### config.mk
export PLATFORM = sky130hd
export DESIGN_NAME = afifo_out_flat
export DESIGN_NICKNAME = d
export VERILOG_FILES = /design/src/rtl/afifo_out_if.sv /design/src/rtl/afifo_out.sv /design/src/flat_wrapper.sv
export SDC_FILE = /design/constraint.sdc
export NUM_CORES = 1
export LEC_CHECK = 0
export ABC_AREA = 1
export CAP_MARGIN = 20
export CORE_AREA = 2 2 179 146
export DETAILED_ROUTE_END_ITERATION = 10
export DIE_AREA = 0 0 181 148
export PLACE_DENSITY_LB_ADDON = 0.08
export SETUP_SLACK_MARGIN = 0.5
export SLEW_MARGIN = 0
export SYNTH_ARGS = -nofsm -noshare
export SYNTH_HDL_FRONTEND = slang
export SYNTH_SLANG_ARGS = --single-unit
### constraint.sdc
create_clock -name clk -period 4.2 [get_ports clk]
set_input_delay 0.42 -clock clk [delete_from_list [all_inputs] [get_ports clk]]
set_output_delay 0.42 -clock clk [all_outputs]
set_load 0.1 [all_outputs]
### src/rtl/afifo_out_if.sv
// rtl/afifo_out_if.sv - block-in / word-out handshake bundle for afifo_out; error ports only with AFIFO_OUT_ERR_EN
interface afifo_out_if #(
    parameter int DEPTH = 2
);
    localparam int AW = $clog2(4 * DEPTH + 1);

    logic          write_en;
    logic [127:0]  data_in;
    logic          read_en;
    logic [31:0]   data_out;
    logic          fifo_empty;
    logic          fifo_full;
    logic [AW-1:0] words_avail;
`ifdef AFIFO_OUT_ERR_EN
    logic          overflow;
    logic          underflow;
    logic          err_clr;
`endif

    modport master (
        output write_en, data_in, read_en,
        input  data_out, fifo_empty, fifo_full, words_avail
`ifdef AFIFO_OUT_ERR_EN
        , output err_clr
        , input  overflow, underflow
`endif
    );

    modport slave (
        input  write_en, data_in, read_en,
        output data_out, fifo_empty, fifo_full, words_avail
`ifdef AFIFO_OUT_ERR_EN
        , input  err_clr
        , output overflow, underflow
`endif
    );
endinterface

### src/rtl/afifo_out.sv
// rtl/afifo_out.sv - 128-bit block in, 32-bit word out FIFO (MSW first, show-ahead); AFIFO_OUT_ERR_EN adds sticky error flags
module afifo_out #(
    parameter int DEPTH = 2
) (
    input  logic         clk,
    input  logic         rst,
    afifo_out_if.slave   bus
);
    localparam int PW = $clog2(DEPTH);
    localparam int CW = $clog2(DEPTH + 1);
    localparam int AW = $clog2(4 * DEPTH + 1);

    logic [127:0]  slots [DEPTH];
    logic [PW-1:0] wr_ptr;
    logic [PW-1:0] rd_ptr;
    logic [1:0]    word_idx;
    logic [CW-1:0] blk_cnt;

    logic          full;
    logic          empty;
    logic          wr_ok;
    logic          rd_ok;
    logic          blk_free;
    logic [127:0]  head;
    logic [31:0]   head_word;

    assign full  = (blk_cnt == CW'(DEPTH));
    assign empty = (blk_cnt == '0);

    // Both accept decisions use the pre-edge flags, so a full FIFO drops a write
    // even when the same edge frees a slot.
    assign wr_ok    = bus.write_en && !full;
    assign rd_ok    = bus.read_en && !empty;
    assign blk_free = rd_ok && (word_idx == 2'd3);

    always_ff @(posedge clk) begin
        if (rst) begin
            for (int i = 0; i < DEPTH; i++) slots[i] <= '0;
            wr_ptr   <= '0;
            rd_ptr   <= '0;
            word_idx <= '0;
            blk_cnt  <= '0;
        end else begin
            if (wr_ok) begin
                slots[wr_ptr] <= bus.data_in;
                wr_ptr        <= wr_ptr + 1'b1;
            end
            if (rd_ok) begin
                word_idx <= word_idx + 2'd1;
                if (word_idx == 2'd3) rd_ptr <= rd_ptr + 1'b1;
            end
            blk_cnt <= blk_cnt + CW'(wr_ok) - CW'(blk_free);
        end
    end

    always_comb begin
        head      = slots[rd_ptr];
        head_word = '0;
        case (word_idx)
            2'd0: head_word = head[127:96];
            2'd1: head_word = head[95:64];
            2'd2: head_word = head[63:32];
            2'd3: head_word = head[31:0];
            default: head_word = '0;
        endcase
    end

    assign bus.data_out    = empty ? 32'h0 : head_word;
    assign bus.fifo_empty  = empty;
    assign bus.fifo_full   = full;
    assign bus.words_avail = AW'({blk_cnt, 2'b00}) - AW'(word_idx);

`ifdef AFIFO_OUT_ERR_EN
    logic overflow_q;
    logic underflow_q;

    // Clear has priority over a set arriving in the same cycle.
    always_ff @(posedge clk) begin
        if (rst || bus.err_clr) begin
            overflow_q  <= 1'b0;
            underflow_q <= 1'b0;
        end else begin
            if (bus.write_en && full) overflow_q  <= 1'b1;
            if (bus.read_en && empty) underflow_q <= 1'b1;
        end
    end

    assign bus.overflow  = overflow_q;
    assign bus.underflow = underflow_q;
`endif
endmodule

### src/flat_wrapper.sv
// flat-port wrapper written by rule: the top's interface ports become plain ports
module afifo_out_flat 
#(
    parameter int DEPTH = 2
)
  (clk, rst, bus_write_en, bus_data_in, bus_read_en, bus_data_out, bus_fifo_empty, bus_fifo_full, bus_words_avail);
  afifo_out_if #(.DEPTH(DEPTH)) bus_i ();
  input  logic clk;
  input  logic rst;
  input wire logic [$bits(bus_i.write_en)-1:0] bus_write_en;
  input wire logic [$bits(bus_i.data_in)-1:0] bus_data_in;
  input wire logic [$bits(bus_i.read_en)-1:0] bus_read_en;
  output wire logic [$bits(bus_i.data_out)-1:0] bus_data_out;
  output wire logic [$bits(bus_i.fifo_empty)-1:0] bus_fifo_empty;
  output wire logic [$bits(bus_i.fifo_full)-1:0] bus_fifo_full;
  output wire logic [$bits(bus_i.words_avail)-1:0] bus_words_avail;
  assign bus_i.write_en = bus_write_en;
  assign bus_i.data_in = bus_data_in;
  assign bus_i.read_en = bus_read_en;
  assign bus_data_out = bus_i.data_out;
  assign bus_fifo_empty = bus_i.fifo_empty;
  assign bus_fifo_full = bus_i.fifo_full;
  assign bus_words_avail = bus_i.words_avail;
  afifo_out #(.DEPTH(DEPTH)) u_core (.clk(clk), .rst(rst), .bus(bus_i));
endmodule
After elaboration in Yosys (flattened, before gate mapping)
Memories as Yosys holds them, arrays and structs flattened. A register that Yosys moved wholly into a read port is not among the register bits.
Cells that the tools add are included.
{"block": "word_totals", "inputBits": 132, "ff_bits": 6, "mem_bits_rw": 256, "mem_count": 1}
{"name": "u_core.slots", "words": 2, "word_bits": 128, "read_ports": 1, "rd_ports_with_merged_regs": 1, "write_ports": 2, "line_no": "afifo_out.sv:13", "source": "logic [127:0] slots [DEPTH];"}
{"block": "op_classes", "add_sub_neg": 6, "n_eq_ne": 4, "n_reduce_logical": 9, "muxes": 12}
{"operator": "128-bit two-way mux", "count": 1}
{"operator": "32-bit one-hot mux with 4 select lines", "count": 1}
{"operator": "128-bit OR reduction", "count": 1}
{"operator": "32-bit two-way mux", "count": 1}
{"operator": "1-bit two-way mux", "count": 9}
{"operator": "2-bit == test, second input constant", "count": 3}
{"operator": "2-bit zero test", "count": 2}
{"operator": "4-bit by 2-bit subtractor with 4-bit output", "count": 1}
{"operator": "1-bit logical AND", "count": 3}
{"operator": "1-bit adder, second input constant", "count": 2}
{"operator": "2-bit by 1-bit adder with 2-bit output", "count": 1}
{"operator": "2-bit by 1-bit adder with 2-bit output, second input constant", "count": 1}
{"operator": "2-bit by 1-bit == test with 1-bit output, second input constant", "count": 1}
{"operator": "1-bit zero test", "count": 2}
{"operator": "2-bit AND reduction", "count": 1}
{"operator": "2-bit by 1-bit subtractor with 2-bit output", "count": 1}

Longest topological paths before layout
Gate-level depths: netlist of run 1.
{"block": "depth", "depth_word": 8, "mapped_depth": 12}

Worst setup path before layout of run 1
No wires, ideal clock.
{"block": "synth_timing", "kind": "input -> register", "startpoint": "input port rst", "endpoint": "memory u_core.slots[0][0], enable pin", "arrival_time_ns": 3.118, "t_required_ns": 3.079, "cell_stages": 5, "path_slack_ns": -0.039, "path_buffers": 2, "setup_time_ns": 1.121, "cell_sequence": "clkinv_1 -> nand2_1 -> buf_6 -> buf_6 -> nand2_1"}
{"item": "start: declaration", "line_no": "flat_wrapper.sv:9", "source": "input logic rst;"}
{"item": "end: declaration", "line_no": "afifo_out.sv:13"}

Worst setup path after layout of run 1
{"block": "layout_timing", "startpoint": "register u_core.word_idx[0]", "endpoint": "output port bus_data_out[2]"}
{"block": "layout_via", "elab_chain_cells": 3}
{"item": "start: declaration", "line_no": "afifo_out.sv:16", "source": "logic [1:0] word_idx;"}
{"item": "start signal: assignment", "line_no": "afifo_out.sv:49", "source": "word_idx <= word_idx + 2'd1;"}
{"item": "2-bit == test, or another cell as far along", "line_no": "afifo_out.sv:59", "source": "case (word_idx)"}
{"item": "32-bit one-hot mux with 4 select lines *", "line_no": "afifo_out.sv:59"}
{"item": "32-bit two-way mux *", "line_no": "afifo_out.sv:68", "source": "assign bus.data_out = empty ? 32'h0 : head_word;"}
{"item": "end: declaration", "line_no": "flat_wrapper.sv:13", "source": "output wire logic [$bits(bus_i.data_out)-1:0] bus_data_out;"}
Every way passes the cells marked *; elsewhere a longest branch is shown, timed or not.

==> run_results.csv, run 1 <==
group,metric,value,unit
detailed_routing,viasPerCell,4.89,
timing,finalSetupViolCount,0,
cts,cts.clk_slew.worst_paths,0.06,ns
logic_synthesis,synth_xor_area_frac,0.00213,
logic_synthesis,synth_cell_types,22,
setup_path,worstPathArrival,3.00,ns
power,switching_share,0.289,
power,p_leak,6.66,nW
timing,clock_skew,0.00835,ns
final_layout,nets,1622,
cts,hold_buffers,0,
floorplan,die_h,148,µm
power,vdd_ir_drop_max,0.000287,V
cts,numCtsBuffers,26,
logic_synthesis,synth_top_family_by_area,"simple AND/OR/NAND/NOR gates",
cts,insertion_delay,0.53,ns
setup_path,critPathMostFrequentCell,"nand2_1",
floorplan,die_area,26800,µm²
detailed_routing,drc,0,
global_routing,grt_pass1_wl,44.9,mm
detailed_routing,drtIter0Drc,743,
logic_synthesis,muxShareOfSynthArea,0,
logic_synthesis,synth_nets,1483,
final_layout,nFillCells,2220,
timing,finalCriticalPeriod,3.42,ns
global_routing,grt_usage,0.214,
power,p_sw,1.98,mW
status,status,"complete, no violations",
setup_path,worstSetupPathType,"flop to output pin",
final_layout,final_core_util,0.604,
power,power.internal,4.87,mW
timing,worst_pin_slew,1.06,ns
timing,grt_setup_unrepaired,"false",
place,dp_hpwl,17.1,mm
setup_path,crit_required,3.78,ns
timing,fin_tns_setup,0,ns
logic_synthesis,synth-simple-area-share,0.215,
place,numPortBuffers,169,
cts,cts_tree,"done",
timing,fmax,292,MHz
power,p_per_area,455,nW/µm²
global_routing,antenna_found_initial,0,
power,total_power,6.86,mW
cts,cts_sinks,263,
floorplan,num_rows,52,
final_layout,final_common_cell,"nand2_1",
flow_run,max_cap_violations,0,
place,gp_congestion,0.760,
global_routing,grt_start_max_net_pins,130,
logic_synthesis,synth_compound_area_frac,0.0424,
logic_synthesis,synth-seq-area-share,0.636,
global_routing,grt_pass1_vias,8414,
floorplan,io_pins,170,
logic_synthesis,yosys_register_bits,263,
logic_synthesis,yosysWarnings,0,
power,power_frac_comb,0.194,
final_layout,synthToLayoutAreaGrowth,22.5,%
global_routing,grt_overflow,0,
setup_path,crit_path_max_fanout,44,
detailed_routing,wl_per_cell,15.6,µm
hold_path,min_path_type,"input port to flop",
setup_path,cp-end-kind,"output pin",
detailed_routing,totalWireLength,28.5,mm
floorplan,core_area,25000,µm²
place,pre_cts_ws,1.20,ns
detailed_routing,ant_nets,0,
logic_synthesis,synthCells,1345,
logic_synthesis,synthAdderAreaFrac,0.00610,
floorplan,initial_core_util,0.493,
cts,clock_path_buffers,3,
timing,layout_setup_ws,0.777,ns
setup_path,slowest_stage,"ha_2",
final_layout,drive_gt1_frac,0.0672,
setup_path,crit_buf_inv,3,
timing,relSlewSlack,0.288,
power,clkPwrFrac,0.347,
setup_path,cpPeakStageDelay,0.90,ns
logic_synthesis,postSynthAreaPerCell,9.16,µm²
logic_synthesis,netlist_area,12300,µm²
detailed_routing,detail_route.first_pass.iterations,5,
floorplan,die_x,181,µm
power,seqPwrFrac,0.459,
setup_path,crit_path_cell_trace,"ha_2 > buf_4 > nand2_1 > nand2_1 > inv_1 > nand2_1 > nand2_1 > a21oi_1 > buf_12",
final_layout,layout_common_cells,"nand2_1 (390), nor2_1 (264), edfxtp_1 (256), inv_1 (201), clkdlybuf4s50_1 (136)",
final_layout,diodes,0,
timing,hold_viol,0,
timing,fin_crit_sh,0.815,
detailed_routing,vias,8938,
timing,slew_viol_final,0,
cts,cts_root_buf,"clkbuf_16",
cts,htree_levels,1,
setup_path,start_kind,"flop",
setup_path,path_delay_family,"adder cells",
layer usage:
layer,wire (µm),global-route usage,part of all wire,vias up
li1,-,-,-,4476
met1,13000,0.307,0.46,4149
met2,13300,0.349,0.46,274
met3,1750,0.0330,0.061,39
met4,519,0.0451,0.018,0
met5,0,0,0,-
power groups by stage:
stage	sequential (mW)	combinational [mW]	clock [mW]
finish	3.15	1.33	2.38
global placement	3.20	1.33	0
detailed placement	3.20	1.34	0
floorplan	3.20	0.901	0
CTS	3.15	1.34	2.41
global route	3.16	1.43	2.52
registers in the layout (all words and copies together) (netlist names), named ones only:
| register | flops |
|---|---|
| u_core.word_idx | 2 |
| u_core.blk_cnt | 2 |
| u_core.wr_ptr | 1 |
| u_core.rd_ptr | 1 |
| u_core.slots | 256 |
stage by stage:
step / cells / instance area (µm²) / hold WS, ns
detailed placement: 1780 / 14200 / 0.503
global placement: 1780 / 14200 / 0.498
global route: 1828 / 15100 / 0.528
CTS: 1828 / 15100 / 0.496
finish: 1828 / 15100 / 0.503
floorplan: 1345 / 12300 / 0.473
layout make-up:
class | instances | area [µm²] | area share
inverters | 205 | 769 | 0.0510
well taps | 324 | 405 | 0.0269
multi-input cells | 804 | 3340 | 0.221
flip-flops and latches | 263 | 7830 | 0.519
clock inverters | 12 | 131 | 0.00871
repair buffers | 184 | 1870 | 0.124
clock buffers | 36 | 739 | 0.0490
repair_timing:
action / 4_1_cts / 5_1_grt
setup endpoints to repair: 0 / 15
gates resized for setup: 0 / 1
setup buffers: 0 / 0
cells in the mapped netlist:
cell	count	share of area
a21oi_1	98	0.040
buf_1	2	0.00061
buf_2	32	0.013
buf_4	14	0.0085
buf_6	11	0.010
clkbuf_1	14	0.0043
clkinv_1	1	0.00030
dfxtp_1	7	0.011
edfxtp_1	256	0.62
ha_1	6	0.0061
inv_1	201	0.061
inv_2	3	0.00091
nand2_1	393	0.12
nand2_2	1	0.00051
nand3_1	33	0.013
nand3_2	1	0.00081
nor2_1	264	0.080
o21ai_0	3	0.0012
o21ai_2	1	0.00071
o21bai_1	1	0.00061
xnor2_1	1	0.00071
xor2_1	2	0.0014
final timing paths:
kind                            depth (start not counted)  slack (ns)                             from                           end
worst min register to register                          3        0.51       u_core.rd_ptr$_SDFFE_PP0P_                          flop
worst min-delay path                                    2        0.50                              rst  u_core.blk_cnt[0]$_SDFF_PP0_
worst max-delay path                                    9        0.78  u_core.word_idx[0]$_SDFFE_PP0N_               bus_data_out[2]
worst max register to register                         10        1.59  u_core.word_idx[0]$_SDFFE_PP0N_  u_core.blk_cnt[1]$_SDFF_PP0_
cells by family after synthesis:
group	count (synthesis)
flip-flops	263
AND/OR/NAND/NOR	692
adder cells (fa/ha/maj)	6
buffers and inverters	278
XOR/XNOR	3
AO/OA/AOI/OAI	103
Power figures use the tool's default switching activity.
==> inputs of run 2 (changes only) <==
--- a/config.mk
+++ b/config.mk
@@ -7,9 +7,9 @@
 export LEC_CHECK = 0
 export ABC_AREA = 1
 export CAP_MARGIN = 20
-export CORE_AREA = 2 2 179 146
+export CORE_AREA = 2 2 171 139
 export DETAILED_ROUTE_END_ITERATION = 10
-export DIE_AREA = 0 0 181 148
+export DIE_AREA = 0 0 173 141
 export PLACE_DENSITY_LB_ADDON = 0.08
 export SETUP_SLACK_MARGIN = 0.5
 export SLEW_MARGIN = 0
==> constraint.sdc (replaced) <==
create_clock -name clk -period 3.6 [get_ports clk]
set_input_delay 0.36 -clock clk [delete_from_list [all_inputs] [get_ports clk]]
set_output_delay 0.36 -clock clk [all_outputs]
set_load 0.1 [all_outputs]
==> run_results.csv, run 2 (synthesis results as in run 1) <==
group,metric,value,unit
floorplan,num_rows,50,
setup_path,worstPathArrival,2.62,ns
detailed_routing,totalWireLength,28.2,mm
detailed_routing,route.met3.wl,2.01,mm
setup_path,crit_path_max_fanout,40,
final_layout,reg.largest.list,"u_core.slots: 256 flops, u_core.blk_cnt: 2 flops, u_core.word_idx: 2 flops",
cts,cts_root_buf,"clkbuf_16",
final_layout,largest_reg_flops,256,
timing,clock_skew,0.00841,ns
detailed_routing,detail_route.first_pass.iterations,5,
global_routing,grt_pass1_wl,43.7,mm
floorplan,die_x,173,µm
setup_path,start_kind,"flop",
setup_path,cp-end-kind,"output pin",
detailed_routing,viasPerCell,4.94,
cts,htree_levels,1,
detailed_routing,dr_wl_met2,13.9,mm
timing,grt_setup_unrepaired,"false",
global_routing,grt_overflow,0,
place,numPortBuffers,169,
cts,insertion_delay,0.52,ns
final_layout,layout_common_cells,"nand2_1 (390), nor2_1 (264), edfxtp_1 (256), inv_1 (200), clkdlybuf4s50_1 (133)",
floorplan,die_area,24400,µm²
status,status,"complete, no violations",
timing,holdWs,0.433,ns
cts,cts_sinks,263,
detailed_routing,drtIter0Drc,668,
power,p_leak,6.73,nW
timing,slew_viol_final,0,
timing,hold_viol,0,
detailed_routing,top_layer_used,"met4",
final_layout,diodes,0,
final_layout,final_common_cell,"nand2_1",
setup_path,crit_path_cell_trace,"inv_1 > ha_4 > buf_12 > a21oi_1 > nand2_1 > nand2_1 > a21oi_1 > buf_12",
cts,numCtsBuffers,27,
setup_path,crit_required,3.24,ns
timing,fin_tns_setup,0,ns
hold_path,min_path_type,"input port to flop",
final_layout,drive_gt1_frac,0.0693,
floorplan,io_pins,170,
cts,clock_path_buffers,3,
detailed_routing,vias,8965,
timing,fmax,335,MHz
cts,cts_tree,"done",
detailed_routing,wl_per_cell,15.5,µm
global_routing,antenna_found_initial,0,
power,vdd_ir_drop_max,0.000295,V
floorplan,initial_core_util,0.538,
power,p_per_area,521,nW/µm²
setup_path,cpPeakStageDelay,0.38,ns
detailed_routing,drt-met1-wl,11.8,mm
timing,finalCriticalPeriod,2.98,ns
detailed_routing,drc,0,
floorplan,core_area,22900,µm²
floorplan,die_h,141,µm
detailed_routing,ant_nets,0,
global_routing,grt_usage,0.227,
place,gp_congestion,0.745,
timing,worst_pin_slew,1.07,ns
global_routing,grt_start_max_net_pins,130,
flow_run,max_cap_violations,0,
final_layout,nets,1624,
cts,hold_buffers,0,
place,dp_hpwl,16.7,mm
cts,cts.clk_slew.worst_paths,0.06,ns
timing,finalSetupViolCount,0,
global_routing,grt_pass1_vias,8347,
setup_path,worstSetupPathType,"flop to output pin",
timing,fin_crit_sh,0.829,
setup_path,slowest_stage,"ha_4",
timing,relSlewSlack,0.286,
final_layout,synthToLayoutAreaGrowth,25.2,%
final_layout,top_register,"u_core.slots",
[run 2: power by group]
part | switching [mW] | internal (mW)
sequential | 0.0616 | 3.61
combinational | 1.16 | 0.543
clock | 1.11 | 1.55
[run 2: what timing repair did]
action / CTS / global route
buffers inserted: 0 / 1
gates resized for setup: 2 / 2
pin swaps: 0 / 1
setup endpoints to repair: 2 / 12
[run 2: worst max-delay path, delay by kind of cell (launching register included)]
family | cells | cell delay [ns]
and+or+nand+nor | 2 | 0.18
DFF | 1 | 0.37
AOI/OAI and AO/OA | 2 | 0.45
buffers and inverters | 3 | 0.69
adders and majority gates | 1 | 0.38
[run 2: final timing paths]
kind,from,slack [ns],cells past startpoint,endpoint
setup reg to reg,u_core.word_idx[0]$_SDFFE_PP0N_,1.34,11,u_core.blk_cnt[1]$_SDFF_PP0_
hold reg to reg,u_core.blk_cnt[1]$_SDFF_PP0_,0.51,2,u_core.blk_cnt[1]$_SDFF_PP0_
setup / recovery,u_core.word_idx[1]$_SDFFE_PP0N_,0.62,8,bus_data_out[0]
hold / removal,rst,0.43,2,u_core.blk_cnt[0]$_SDFF_PP0_
[run 2: metal layers]
| metal | vias to the layer above | global-route usage |
|---|---|---|
| li1 | 4465 | - |
| met1 | 4161 | 0.303 |
| met2 | 307 | 0.399 |
| met3 | 32 | 0.0364 |
| met4 | 0 | 0.0459 |
| met5 | - | 0 |
[run 2: layout make-up]
| class | instances | area [µm²] |
|---|---|---|
| sequential | 263 | 7830 |
| fill | 1857 | 7480 |
| tap | 312 | 390 |
| inverter | 205 | 773 |
| multi-input combinational | 804 | 3360 |
| clock buffer | 35 | 726 |
| timing repair buffer | 185 | 2230 |
| clock inverter | 9 | 106 |
[run 2: through the flow]
stage / instance area (µm²) / instances / worst slack, ns / total power [mW] / util
5_1_grt: 15400 / 1813 / 0.508 / 8.31 / 0.673
4_1_cts: 15400 / 1812 / 0.550 / 8.08 / 0.672
6_report: 15400 / 1813 / 0.617 / 8.04 / 0.673
3_3_place_gp: 14500 / 1768 / 0.970 / 5.41 / 0.635
3_5_place_dp: 14500 / 1768 / 0.960 / 5.43 / 0.635
2_1_floorplan: 12300 / 1345 / 0.615 / 4.78 / -
